**src/rtl/seg7_scan_driver.sv**
```systemverilog
// seg7_scan_driver
// Time-multiplexed driver for a common-anode 7-segment display bank.
// Display data is double-buffered: loads land in a shadow copy and are
// committed to the active copy only at a frame boundary, so a scan never
// shows a mix of old and new digits. Each digit slot opens with a dead-time
// in which every anode is off, which stops the previous digit ghosting.
// All pin-facing outputs are registered and lag the counters by one cycle.

module seg7_scan_driver #(
    parameter int DIGITS     = 8,
    parameter int TICK_DIV   = 100000,
    parameter int DEAD       = 4,
    parameter int ACTIVE_LOW = 1
) (
    input  logic                  CLK,
    input  logic                  RST_N,
    input  logic [4*DIGITS-1:0]   Val_I,
    input  logic [DIGITS-1:0]     Dp_I,
    input  logic [DIGITS-1:0]     En_I,
    input  logic                  Blank_Zero_I,
    input  logic                  Load_I,
    output logic [6:0]            Seg_O,
    output logic                  Dp_O,
    output logic [DIGITS-1:0]     An_O,
    output logic                  Frame_O
);

    localparam int CNT_W = (TICK_DIV > 1) ? $clog2(TICK_DIV) : 1;
    localparam int IDX_W = (DIGITS > 1) ? $clog2(DIGITS) : 1;

    localparam logic [CNT_W-1:0] CNT_LAST = CNT_W'(TICK_DIV - 1);
    localparam logic [IDX_W-1:0] IDX_LAST = IDX_W'(DIGITS - 1);

    // Polarity mask: every display output is XORed with this before it leaves.
    localparam logic POL = (ACTIVE_LOW != 0);

    // Hex nibble to active-high segment pattern, bit0 = a ... bit6 = g.
    function automatic logic [6:0] hex_seg(input logic [3:0] nib);
        logic [6:0] seg;
        case (nib)
            4'h0:    seg = 7'h3F;
            4'h1:    seg = 7'h06;
            4'h2:    seg = 7'h5B;
            4'h3:    seg = 7'h4F;
            4'h4:    seg = 7'h66;
            4'h5:    seg = 7'h6D;
            4'h6:    seg = 7'h7D;
            4'h7:    seg = 7'h27;
            4'h8:    seg = 7'h7F;
            4'h9:    seg = 7'h67;
            4'hA:    seg = 7'h77;
            4'hB:    seg = 7'h7C;
            4'hC:    seg = 7'h39;
            4'hD:    seg = 7'h5E;
            4'hE:    seg = 7'h79;
            4'hF:    seg = 7'h71;
            default: seg = 7'h00;
        endcase
        return seg;
    endfunction

    // Scan counters
    logic [CNT_W-1:0]    cnt_r;
    logic [IDX_W-1:0]    idx_r;

    // Shadow buffer (written by loads) and pending flag
    logic [4*DIGITS-1:0] shd_val_r;
    logic [DIGITS-1:0]   shd_dp_r;
    logic [DIGITS-1:0]   shd_en_r;
    logic                shd_bz_r;
    logic                pend_r;

    // Active buffer (what the scan displays)
    logic [4*DIGITS-1:0] act_val_r;
    logic [DIGITS-1:0]   act_dp_r;
    logic [DIGITS-1:0]   act_en_r;
    logic                act_bz_r;

    // Registered pin drivers
    logic [DIGITS-1:0]   an_r;
    logic [6:0]          seg_r;
    logic                dp_r;
    logic                frame_r;

    // Combinational helpers
    logic                slot_end_s;
    logic                boundary_s;
    logic                in_dead_s;
    logic                lit_s;
    logic                blank_s;
    logic [3:0]          dig_nib_s;
    logic [DIGITS-1:0]   an_s;
    logic [6:0]          seg_s;
    logic                dp_s;

    assign slot_end_s = (cnt_r == CNT_LAST);
    assign boundary_s = slot_end_s && (idx_r == IDX_LAST);

    // With no dead-time the comparison would be constant, so elaborate it away.
    generate
        if (DEAD == 0) begin : g_no_dead
            assign in_dead_s = 1'b0;
        end else begin : g_dead
            assign in_dead_s = (cnt_r < CNT_W'(DEAD));
        end
    endgenerate

    // Slot counter and digit index; the index wraps on the frame boundary.
    always_ff @(posedge CLK or negedge RST_N) begin
        if (!RST_N) begin
            cnt_r <= '0;
            idx_r <= '0;
        end else if (slot_end_s) begin
            cnt_r <= '0;
            idx_r <= boundary_s ? '0 : idx_r + IDX_W'(1);
        end else begin
            cnt_r <= cnt_r + CNT_W'(1);
        end
    end

    // Shadow capture: any load away from the boundary, last one wins.
    always_ff @(posedge CLK or negedge RST_N) begin
        if (!RST_N) begin
            shd_val_r <= '0;
            shd_dp_r  <= '0;
            shd_en_r  <= '0;
            shd_bz_r  <= 1'b0;
        end else if (Load_I && !boundary_s) begin
            shd_val_r <= Val_I;
            shd_dp_r  <= Dp_I;
            shd_en_r  <= En_I;
            shd_bz_r  <= Blank_Zero_I;
        end
    end

    // Active buffer commit at the frame boundary; a load on that very cycle
    // bypasses the shadow and goes straight to the display.
    always_ff @(posedge CLK or negedge RST_N) begin
        if (!RST_N) begin
            act_val_r <= '0;
            act_dp_r  <= '0;
            act_en_r  <= '0;
            act_bz_r  <= 1'b0;
            pend_r    <= 1'b0;
        end else if (boundary_s) begin
            pend_r <= 1'b0;
            if (Load_I) begin
                act_val_r <= Val_I;
                act_dp_r  <= Dp_I;
                act_en_r  <= En_I;
                act_bz_r  <= Blank_Zero_I;
            end else if (pend_r) begin
                act_val_r <= shd_val_r;
                act_dp_r  <= shd_dp_r;
                act_en_r  <= shd_en_r;
                act_bz_r  <= shd_bz_r;
            end
        end else if (Load_I) begin
            pend_r <= 1'b1;
        end
    end

    // Current digit nibble and leading-zero test (digit 0 is never blanked).
    always_comb begin
        dig_nib_s = act_val_r[{idx_r, 2'b00} +: 4];
        blank_s   = 1'b0;
        if (act_bz_r && (idx_r != '0)) begin
            blank_s = ((act_val_r >> {idx_r, 2'b00}) == '0);
        end else begin
            blank_s = 1'b0;
        end
    end

    // Active-high anode/segment/dp pattern for the current counter state.
    always_comb begin
        lit_s = !in_dead_s && act_en_r[idx_r];
        an_s  = '0;
        seg_s = 7'h00;
        dp_s  = 1'b0;
        if (lit_s) begin
            for (int i = 0; i < DIGITS; i++) begin
                an_s[i] = (idx_r == IDX_W'(i));
            end
            seg_s = blank_s ? 7'h00 : hex_seg(dig_nib_s);
            dp_s  = act_dp_r[idx_r];
        end else begin
            an_s  = '0;
            seg_s = 7'h00;
            dp_s  = 1'b0;
        end
    end

    // Output registers with board polarity applied; reset parks everything off.
    always_ff @(posedge CLK or negedge RST_N) begin
        if (!RST_N) begin
            an_r    <= {DIGITS{POL}};
            seg_r   <= {7{POL}};
            dp_r    <= POL;
            frame_r <= 1'b0;
        end else begin
            an_r    <= an_s ^ {DIGITS{POL}};
            seg_r   <= seg_s ^ {7{POL}};
            dp_r    <= dp_s ^ POL;
            frame_r <= boundary_s;
        end
    end

    assign An_O    = an_r;
    assign Seg_O   = seg_r;
    assign Dp_O    = dp_r;
    assign Frame_O = frame_r;

endmodule
```
**config.mk**
```make
export PLATFORM = sky130hd
export DESIGN_NAME = seg7_scan_driver
export DESIGN_NICKNAME = d
export VERILOG_FILES = /design/src/rtl/seg7_scan_driver.sv
export SDC_FILE = /design/constraint.sdc
export NUM_CORES = 1
export LEC_CHECK = 0
export BUFFER_PORTS_ARGS = -buffer_cell sky130_fd_sc_hd__buf_2
export CAP_MARGIN = 20
export CORE_MARGIN = 2
export CORE_UTILIZATION = 54
export CTS_CLUSTER_SIZE = 8
export DETAILED_ROUTE_END_ITERATION = 8
export PLACE_DENSITY_LB_ADDON = 0.2
export SETUP_SLACK_MARGIN = 0.02
export SLEW_MARGIN = 20
export SYNTH_ARGS = -nofsm -noshare
export SYNTH_HDL_FRONTEND = slang
export SYNTH_SLANG_ARGS = --single-unit
```
**constraint.sdc**
```tcl
create_clock -name CLK -period 5.95 [get_ports CLK]
set_input_delay 0.595 -clock CLK [delete_from_list [all_inputs] [get_ports CLK]]
set_output_delay 0.595 -clock CLK [all_outputs]
set_load 0.1 [all_outputs]
```
==> metrics.cfg <==
[run_status]
status = finished clean

[die]
num_rows = 40
die-height_um = 114
coreArea_um2 = 11900
die_w_um = 114
top_level_ports = 69
die-area_um2 = 13000
start_util_pct = 54.9

[sta]
finalHoldViolCount = 0
setup-violations-final = 0
tns_ns = 0
relSlewSlack_pct = 37.2
timing.final.crit_share_pct = 55.0
fmax_mhz = 305
finalMaxSlewViolations = 0
fin_crit_ns = 3.27
rsz0062_at_grt = false
skew_ns = 0.00790
worst_pin_slew_ns = 0.942

[setup_path]
worst-setup-path-type = reg2reg
critPathMaxStageDelay_ns = 0.64
critical_path_buf_inv_count = 1
cp.arrival_ns = 3.63
cp-start-kind = flop
worstPathMaxFanout = 25
critPathSlowestCell = mux2i_1
critical_path_required_ns = 6.30
path_delay_family = multiplexers
endpoint_kind = flop
path_cells = buf_4 -> mux4_2 -> mux2i_1 -> nor2b_2 -> nand4_1 -> o31a_1 -> nor2_4 -> a221o_1

[cells_and_area]
n_antenna_cell = 0
nNetsFinal = 696
fill_cells = 959
register_area_um2 = 3420
fin_area_um2 = 7560
areaGrowthSynthToFinish_pct = 15.6
multiInputGateArea_um2 = 2930
finalCoreUtilization_pct = 63.5
layout-drive-gt1-share_pct = 27.4

[clock_tree]
cts_buffers = 17
cts-hold-fix-buffers = 0
postCtsSetupBuffers = 0
numClockSinks = 136
ctsResizeCount = 0
cts.path.max_buffers = 2
cts_tree = yes
clock_latency_ns = 0.42
clockRootBuffer = clkbuf_16
htreeDepth = 4
clk_pin_slew_ns = 0.05

[routing]
wl_met1_mm = 6.00
first_pass_iters = 4
drc_errors = 0
drt-initial-drc-count = 245
dr.max_layer_used = met4
ant_nets = 0
wl_met3_um = 609
wl_per_cell_um = 16.2
wirelength_mm = 12.8
route.met2.wl_mm = 6.03
vias = 4423
viasPerCell = 5.60

[synth]
synth_ff_type = dfrtp_1
netlist.area_leader.share_pct = 45.9
yosysSeqAreaShare_pct = 52.4
synth_cell_types = 51
synthCells = 572
synthTopCellsByCount = dfrtp_1, nand2_1, o21ai_0, mux2i_1, mux2_2
yosysMostFrequentCell = dfrtp_1
avgSynthCellArea_um2 = 11.4
synth_warnings = 0
synth_edf_count = 0
syn_nets = 636
synth-seq-cells = 136
syn_area_um2 = 6540
synth_area_leader_cell = dfrtp_1
yosys-top-cells-area = dfrtp_1, mux2i_1, mux2_2
ys_async_sr_fraction_pct = 100

[place]
finalWeightedCongestion = 0.879
placed_cell_area_um2 = 6960
dp_hpwl_mm = 8.74
io_buffers = 68

[power_and_ir_drop]
p_leak_nw = 3.43
powerDensity_nw_per_um2 = 285
vdd_drop_max_uv = 195

[grt]
grt_start_max_net_pins = 91
antenna_found_initial = 0
grt_pass1_wl_mm = 21.4
grtUsageTotal_pct = 21.4
grt_pass1_vias = 4407
grt.overflow.total = 0

[min_path]
min_path_type = in2async

[flow_run]
drv_cap = 0

-- sequential cells by signal, indices dropped and copies added, names as in the netlist --
name	flops
act_val_r	32
shd_val_r	32
cnt_r	17
An_O	8
act_dp_r	8
act_en_r	8
shd_dp_r	8
shd_en_r	8
Seg_O	7
idx_r	3
Dp_O	1
Frame_O	1
act_bz_r	1
pend_r	1
shd_bz_r	1
-- path summary, 6_finish.rpt --
path	start	to	slack, ns	depth (start not counted)
setup / recovery	idx_r[0]	Seg_O[6]	2.68	8
hold / removal	RST_N	cnt_r[14]	0.32	1
setup reg to reg	idx_r[0]	Seg_O[6]	2.68	8
hold reg to reg	act_en_r[4]	act_en_r[4]	0.47	2
max in group asynchronous	RST_N	shd_en_r[0]	4.31	2
min in group CLK	En_I[4]	shd_en_r[4]	0.41	2
-- cell type report --
type | count | share of cell area [%]
Timing Repair Buffer | 74 | 5.13
Sequential cell | 136 | 45.3
Inverter | 10 | 0.497
Multi-Input combinational cell | 393 | 38.8
Clock inverter | 8 | 1.61
Tap cell | 147 | 2.43
Clock buffer | 22 | 6.27
-- where the power goes --
part,leakage [nW],switching (mW),internal [mW]
clock network,0.292,0.374,0.685
logic,1.42,0.0598,0.0599
registers,1.71,0.0163,0.960
-- placed cells by master (no fill, tap or decap), types with 3 or more instances in the layout --
cell type | netlist | final
clkbuf_8 | 0 | 3
clkbuf_16 | 0 | 17
buf_4 | 0 | 7
clkinv_2 | 0 | 3
mux2i_1 | 57 | 57
nand4_1 | 4 | 4
o22ai_1 | 3 | 3
ha_1 | 12 | 12
dfrtp_1 | 120 | 120
mux2_2 | 42 | 42
o21ai_0 | 58 | 58
and2_1 | 4 | 4
nor2b_1 | 4 | 3
nor3_1 | 11 | 11
a21oi_1 | 7 | 7
inv_1 | 9 | 9
a221o_1 | 5 | 5
mux4_2 | 7 | 7
xor2_1 | 5 | 5
buf_2 | 14 | 67
bufinv_16 | 0 | 3
xnor2_1 | 9 | 9
mux2_1 | 10 | 10
nor4_1 | 5 | 5
nand2_1 | 77 | 77
dfstp_2 | 16 | 16
nor2_1 | 34 | 34
nand3_1 | 7 | 7
-- layer usage --
layer,up-vias,track usage (%)
li1,2145,-
met1,2141,29.1
met2,121,33.5
met3,16,5.37
met4,0,7.80
met5,-,0
-- metrics by stage --
stage               worst slack [ns]  hold slack [ns]  power (mW)  cells
detailed placement              2.69            0.465        1.11    760
finish                          2.68            0.316        2.16    790
floorplan                       3.49            0.299        1.06    572
CTS                             2.69            0.351        2.17    790
global route                    2.43            0.401        2.23    790
global placement                2.86            0.460        1.11    760
-- cells by family (layout without fill, tap and decap cells) --
family,Yosys count,in the layout,synth area share (%)
xor+xnor,14,14,1.88
compound gates,92,92,8.52
simple gates,156,156,10.7
mux,119,119,21.1
flops,136,136,52.4
fa+ha+maj,12,12,2.30
buf+inv,43,114,3.08
No activity file was read; power rests on OpenSTA's default activity.
